[src/rtl/adder_bcd_display_if.sv]
// Operand and result bundle between an operand source and the BCD display adder.
// The master drives the operands and the slave returns the registered results.
interface adder_bcd_display_if;
    logic [3:0] a;
    logic [3:0] b;
    logic [3:0] sum;
    logic       cout;
    logic [4:0] decimal;
    logic [3:0] d_tens;
    logic [3:0] d_ones;
    logic [6:0] seg_tens;
    logic [6:0] seg_ones;

    modport master (
        output a, b,
        input  sum, cout, decimal, d_tens, d_ones, seg_tens, seg_ones
    );

    modport slave (
        input  a, b,
        output sum, cout, decimal, d_tens, d_ones, seg_tens, seg_ones
    );
endinterface

[src/rtl/adder_bcd_display.sv]
// Registered 4-bit adder with a decimal tens/ones split and two 7-segment digit encoders.
// All outputs come straight from flops, so the display lines never glitch.
module adder_bcd_display (
    input  logic                clk,
    input  logic                rst,
    adder_bcd_display_if.slave  bus
);
    logic [4:0] carry;
    logic [3:0] sum_c;
    logic [4:0] decimal_c;
    logic [3:0] tens_c;
    logic [3:0] ones_c;

    // Segment order {g,f,e,d,c,b,a}, active-high; non-decimal codes blank the digit.
    function automatic logic [6:0] seg_encode(input logic [3:0] digit);
        logic [6:0] seg;
        case (digit)
            4'd0:    seg = 7'h3F;
            4'd1:    seg = 7'h06;
            4'd2:    seg = 7'h5B;
            4'd3:    seg = 7'h4F;
            4'd4:    seg = 7'h66;
            4'd5:    seg = 7'h6D;
            4'd6:    seg = 7'h7D;
            4'd7:    seg = 7'h07;
            4'd8:    seg = 7'h7F;
            4'd9:    seg = 7'h6F;
            default: seg = 7'h00;
        endcase
        return seg;
    endfunction

    assign carry[0] = 1'b0;

    genvar i;
    generate
        for (i = 0; i < 4; i++) begin : g_fa
            assign sum_c[i]     = bus.a[i] ^ bus.b[i] ^ carry[i];
            assign carry[i + 1] = (bus.a[i] & bus.b[i]) | (carry[i] & (bus.a[i] ^ bus.b[i]));
        end
    endgenerate

    assign decimal_c = {carry[4], sum_c};

    // The result never exceeds 30, so three compare/subtract steps cover every case.
    always_comb begin
        tens_c = 4'd0;
        ones_c = decimal_c[3:0];
        if (decimal_c >= 5'd30) begin
            tens_c = 4'd3;
            ones_c = 4'(decimal_c - 5'd30);
        end else if (decimal_c >= 5'd20) begin
            tens_c = 4'd2;
            ones_c = 4'(decimal_c - 5'd20);
        end else if (decimal_c >= 5'd10) begin
            tens_c = 4'd1;
            ones_c = 4'(decimal_c - 5'd10);
        end
    end

    always_ff @(posedge clk or posedge rst) begin
        if (rst) begin
            bus.sum      <= 4'd0;
            bus.cout     <= 1'b0;
            bus.decimal  <= 5'd0;
            bus.d_tens   <= 4'd0;
            bus.d_ones   <= 4'd0;
            bus.seg_tens <= 7'h00;
            bus.seg_ones <= 7'h00;
        end else begin
            bus.sum      <= sum_c;
            bus.cout     <= carry[4];
            bus.decimal  <= decimal_c;
            bus.d_tens   <= tens_c;
            bus.d_ones   <= ones_c;
            bus.seg_tens <= seg_encode(tens_c);
            bus.seg_ones <= seg_encode(ones_c);
        end
    end
endmodule

[src/flat_wrapper.sv]
// flat-port wrapper written by rule: the top's interface ports become plain ports
module adder_bcd_display_flat 
  (clk, rst, bus_a, bus_b, bus_sum, bus_cout, bus_decimal, bus_d_tens, bus_d_ones, bus_seg_tens, bus_seg_ones);
  adder_bcd_display_if bus_i ();
  input  logic clk;
  input  logic rst;
  input wire logic [$bits(bus_i.a)-1:0] bus_a;
  input wire logic [$bits(bus_i.b)-1:0] bus_b;
  output wire logic [$bits(bus_i.sum)-1:0] bus_sum;
  output wire logic [$bits(bus_i.cout)-1:0] bus_cout;
  output wire logic [$bits(bus_i.decimal)-1:0] bus_decimal;
  output wire logic [$bits(bus_i.d_tens)-1:0] bus_d_tens;
  output wire logic [$bits(bus_i.d_ones)-1:0] bus_d_ones;
  output wire logic [$bits(bus_i.seg_tens)-1:0] bus_seg_tens;
  output wire logic [$bits(bus_i.seg_ones)-1:0] bus_seg_ones;
  assign bus_i.a = bus_a;
  assign bus_i.b = bus_b;
  assign bus_sum = bus_i.sum;
  assign bus_cout = bus_i.cout;
  assign bus_decimal = bus_i.decimal;
  assign bus_d_tens = bus_i.d_tens;
  assign bus_d_ones = bus_i.d_ones;
  assign bus_seg_tens = bus_i.seg_tens;
  assign bus_seg_ones = bus_i.seg_ones;
  adder_bcd_display u_core (.clk(clk), .rst(rst), .bus(bus_i));
endmodule
[config.mk]
export PLATFORM = sky130hd
export DESIGN_NAME = adder_bcd_display_flat
export DESIGN_NICKNAME = d
export VERILOG_FILES = /design/src/rtl/adder_bcd_display_if.sv /design/src/rtl/adder_bcd_display.sv /design/src/flat_wrapper.sv
export SDC_FILE = /design/constraint.sdc
export NUM_CORES = 1
export LEC_CHECK = 0
export CAP_MARGIN = 20
export CORE_ASPECT_RATIO = 0.8
export CORE_MARGIN = 2
export CORE_UTILIZATION = 46
export DETAILED_ROUTE_END_ITERATION = 16
export PLACE_DENSITY = 0.83
export SLEW_MARGIN = 0
export SYNTH_ARGS = -nofsm -noshare
export SYNTH_HDL_FRONTEND = slang
export SYNTH_SLANG_ARGS = --single-unit
export TNS_END_PERCENT = 100
[constraint.sdc]
create_clock -name clk -period 1.7 [get_ports clk]
set_input_delay 0.255 -clock clk [delete_from_list [all_inputs] [get_ports clk]]
set_output_delay 0.255 -clock clk [all_outputs]
set_load 0.01 [all_outputs]
==> metrics.md, run 1 <==
| Metric | Value |
|---|---|
| Worst-path clk slew | `130 ps` |
| Iter 0 DRT Violations | `34` |
| Critical path required time | `1950 ps` |
| CP max-delay cell | `fa_2` |
| Via total after detailed routing | `1048` |
| Input/output buffers | `39` |
| Top post-synthesis cells by area | `dfrtp_1 49%, ha_1 8.9%, buf_4 6.7%` |
| Cell type with the largest total area after synthesis | `dfrtp_1` |
| CP Cell Sequence | `buf_6 > ha_4 > fa_2 > fa_2 > fa_2 > ha_4 > and3b_1 > or3_4 > and3_4 > or2_4 > ha_4 > a21boi_2 > a211oi_2` |
| Detailed Route WL | `3950 µm` |
| Root Buffer | `clkbuf_4` |
| Fillers | `93` |
| F_max | `312 MHz` |
| Crit-path max cell delay | `510 ps` |
| Hold Path Class | `input port to asynchronous set/reset pin` |
| Critical Path AT | `3450 ps` |
| CTS Buf Count | `3` |
| DRC | `0` |
| RSZ-0062 raised after global routing | `yes` |
| DP Cell Count | `175` |
| Via-per-instance ratio | `5.60` |
| Final hold vios | `0` |
| Non-filler instance count after layout | `187` |
| Pre-CTS setup slack | `-2220 ps` |
| Nets | `184` |
| Grt ovf | `0` |
| Pre-antenna DRT Iters | `4` |
| Power density cells | `1380 mW/mm²` |
| Core area | `0.00223 mm²` |
| Yosys top cell area share | `49.1%` |
| # H-tree levels | `1` |
| Mapped Cells | `98` |
| Hold_ws | `257 ps` |
| CTS tree | `yes` |
| DIE HEIGHT | `48.2 µm` |
| Antenna viol nets, final | `0` |
| Layout cells sized above 1 | `47.5%` |
| Failing checks | `setup timing` |
| Max-cap violations | `0` |
| Final min period | `3200 ps` |
| Clk sinks | `22` |
| First-pass GRT wire length | `4930 µm` |
| Slew Limit Fails | `0` |
| Final Setup Violations | `17` |
| Post-CTS Hold Buffers | `0` |
| Boundary Pins | `42` |
| Die width | `59.2 µm` |
| Total die area | `0.00285 mm²` |
| Starting Density | `50.3%` |
| Area Growth Syn to Fin | `78.8%` |
| DPL Wire Length | `2000 µm` |
| Largest net degree at the start of global routing | `23` |
| Sequential fraction of the synthesis area | `49.1%` |
| Setup CP Type | `input port to register` |
| Fin crit share | `188%` |
| Final TNS setup | `-18860 ps` |
| Synth Warn # | `0` |
| Row cnt | `15` |
| Post-synthesis cell area | `0.00112 mm²` |
| Status | `finished, violations left` |
| Mapped Avg Cell Area | `11.5 µm²` |
| Drt wl/cell | `21.1 µm` |
| Unique cell type count in the Yosys netlist | `34` |
| Antenna cells | `0` |
| #FFs+latches synth | `22` |
| Placer Congestion | `0.756` |
| Max Buffers Root-to-Sink | `2` |
| Crit Path Max Fanout | `3` |
| Initial antenna violation count | `0` |
| Lkg Pwr | `0.000889 µW` |
| Fin worst setup slack | `-1500 ps` |
| Startpoint types | `input port` |
| Gr usage total | `24.4%` |
| Critical Path End Type | `register` |
| Peak supply drop | `0.955 mV` |
| Number of global-route vias before repair | `977` |
-- stage by stage --
step           util, %  cell area [µm²]  power, µW
6_report          89.9             2010       2780
4_1_cts           85.4             1910       2520
3_5_place_dp      77.1             1720       1960
2_1_floorplan        -             1210       1360
5_1_grt           89.9             2010       2890
3_3_place_gp      77.1             1720       1910
-- layout make-up --
type / instances / area, µm² / area share (%)
Multi-Input combinational cell: 56 / 656 / 32.7
Timing Repair Buffer: 71 / 678 / 33.8
Inverter: 9 / 38.8 / 1.93
Sequential cell: 22 / 551 / 27.4
Tap cell: 25 / 31.3 / 1.56
Clock inverter: 1 / 30.0 / 1.50
Clock buffer: 3 / 22.5 / 1.12
-- placed cells by master (no fill, tap or decap), types with 2 or more instances in the layout --
cell type	netlist	final
nand3_1	2	2
nand2_2	0	3
ha_1	8	3
buf_4	10	21
nand2_1	5	2
inv_4	0	2
clkbuf_4	0	3
ha_4	0	5
o22ai_2	0	2
or2_4	0	2
inv_1	9	6
fa_2	0	3
nor3_1	2	2
or3_4	2	2
a21oi_2	0	2
conb_1	2	3
buf_6	1	12
dfrtp_1	22	22
clkdlybuf4s50_1	0	35
nor2_1	3	2
-- worst paths after layout --
path / from / end
worst max-delay path: bus_a[0] / u_core.bus.seg_ones[3]$_DFF_PP0_
worst min-delay path: rst / u_core.bus.seg_tens[5]$_DFF_PP0_
max in group asynchronous: rst / u_core.bus.seg_tens[4]$_DFF_PP0_
min in group clk: bus_b[0] / u_core.bus.sum[0]$_DFF_PP0_
-- layer usage --
metal | up-vias | routed length, µm | track usage (%)
met5 | - | 0 | 0
met4 | 0 | 108 | 4.09
met3 | 12 | 259 | 5.31
met2 | 62 | 2020 | 45.5
met1 | 522 | 1550 | 30.2
li1 | 452 | - | -
-- repair_timing --
action                                 in CTS  in global routing
setup buffers                               7                  3
setup endpoints to repair                  18                 17
cloned                                      1                  0
pin swaps                                  20                 16
gates resized for setup                    32                 22
endpoints found under the hold margin       0                  0
-- sequential cells by signal (all words and copies together), names as in the netlist --
name,count
u_core.bus.d_tens,1
u_core.bus.d_ones,3
u_core.bus.sum,3
u_core.bus.cout,1
u_core.bus.decimal,1
u_core.bus.seg_tens,6
u_core.bus.seg_ones,7
-- cell usage after synthesis, drive strengths merged --
cell,instances
dfrtp,22
a21boi,1
conb,2
o211a,1
o211ai,1
ha,8
nor2,3
o21a,1
and3,1
a211oi,2
nand2,5
a311oi,1
buf,12
and2b,1
or2,3
nor3,2
nor4,1
or3,2
o32ai,1
nand3,2
a22oi,1
and3b,1
o21ai,1
a31o,1
o31ai,2
o22ai,2
inv,9
o221a,1
fa,3
and2,1
a21oi,3
nor2b,1
-- worst max-delay path, delay by kind of cell --
family                   cells  cell delay, ps
adder cells (fa/ha/maj)      6            1850
AND/OR/NAND/NOR              4            1020
AO/OA/AOI/OAI                2             220
buffers and inverters        1             100
-- cells by family (layout without fill, tap and decap cells) --
group / after synthesis / after routing / share of synthesized area, %
AO/OA/AOI/OAI: 19 / 19 / 12.9
buffers and inverters: 21 / 84 / 11.1
adder cells (fa/ha/maj): 11 / 11 / 14.3
other: 2 / 3 / 0.669
flip-flops: 22 / 22 / 49.1
AND/OR/NAND/NOR: 23 / 23 / 11.9
-- power breakdown --
group | switching (µW) | total (µW) | leakage (µW) | internal, µW
Sequential | 53.8 | 730 | 0.000259 | 676
Combinational | 750 | 1640 | 0.000601 | 888
Clock | 173 | 412 | 0.0000279 | 239
Total | 977 | 2780 | 0.000889 | 1800
No activity file was read; power rests on OpenSTA's default activity.
==> run 2: changes to the inputs <==
--- a/config.mk
+++ b/config.mk
@@ -9,9 +9,9 @@
 export CORE_ASPECT_RATIO = 0.8
 export CORE_MARGIN = 2
 export CORE_UTILIZATION = 46
+export CTS_CLUSTER_DIAMETER = 60
 export DETAILED_ROUTE_END_ITERATION = 16
 export PLACE_DENSITY = 0.83
-export SLEW_MARGIN = 0
 export SYNTH_ARGS = -nofsm -noshare
 export SYNTH_HDL_FRONTEND = slang
 export SYNTH_SLANG_ARGS = --single-unit
==> results of run 2 <==
No change in the layout: final DEF, timing and power equal those of run 1.
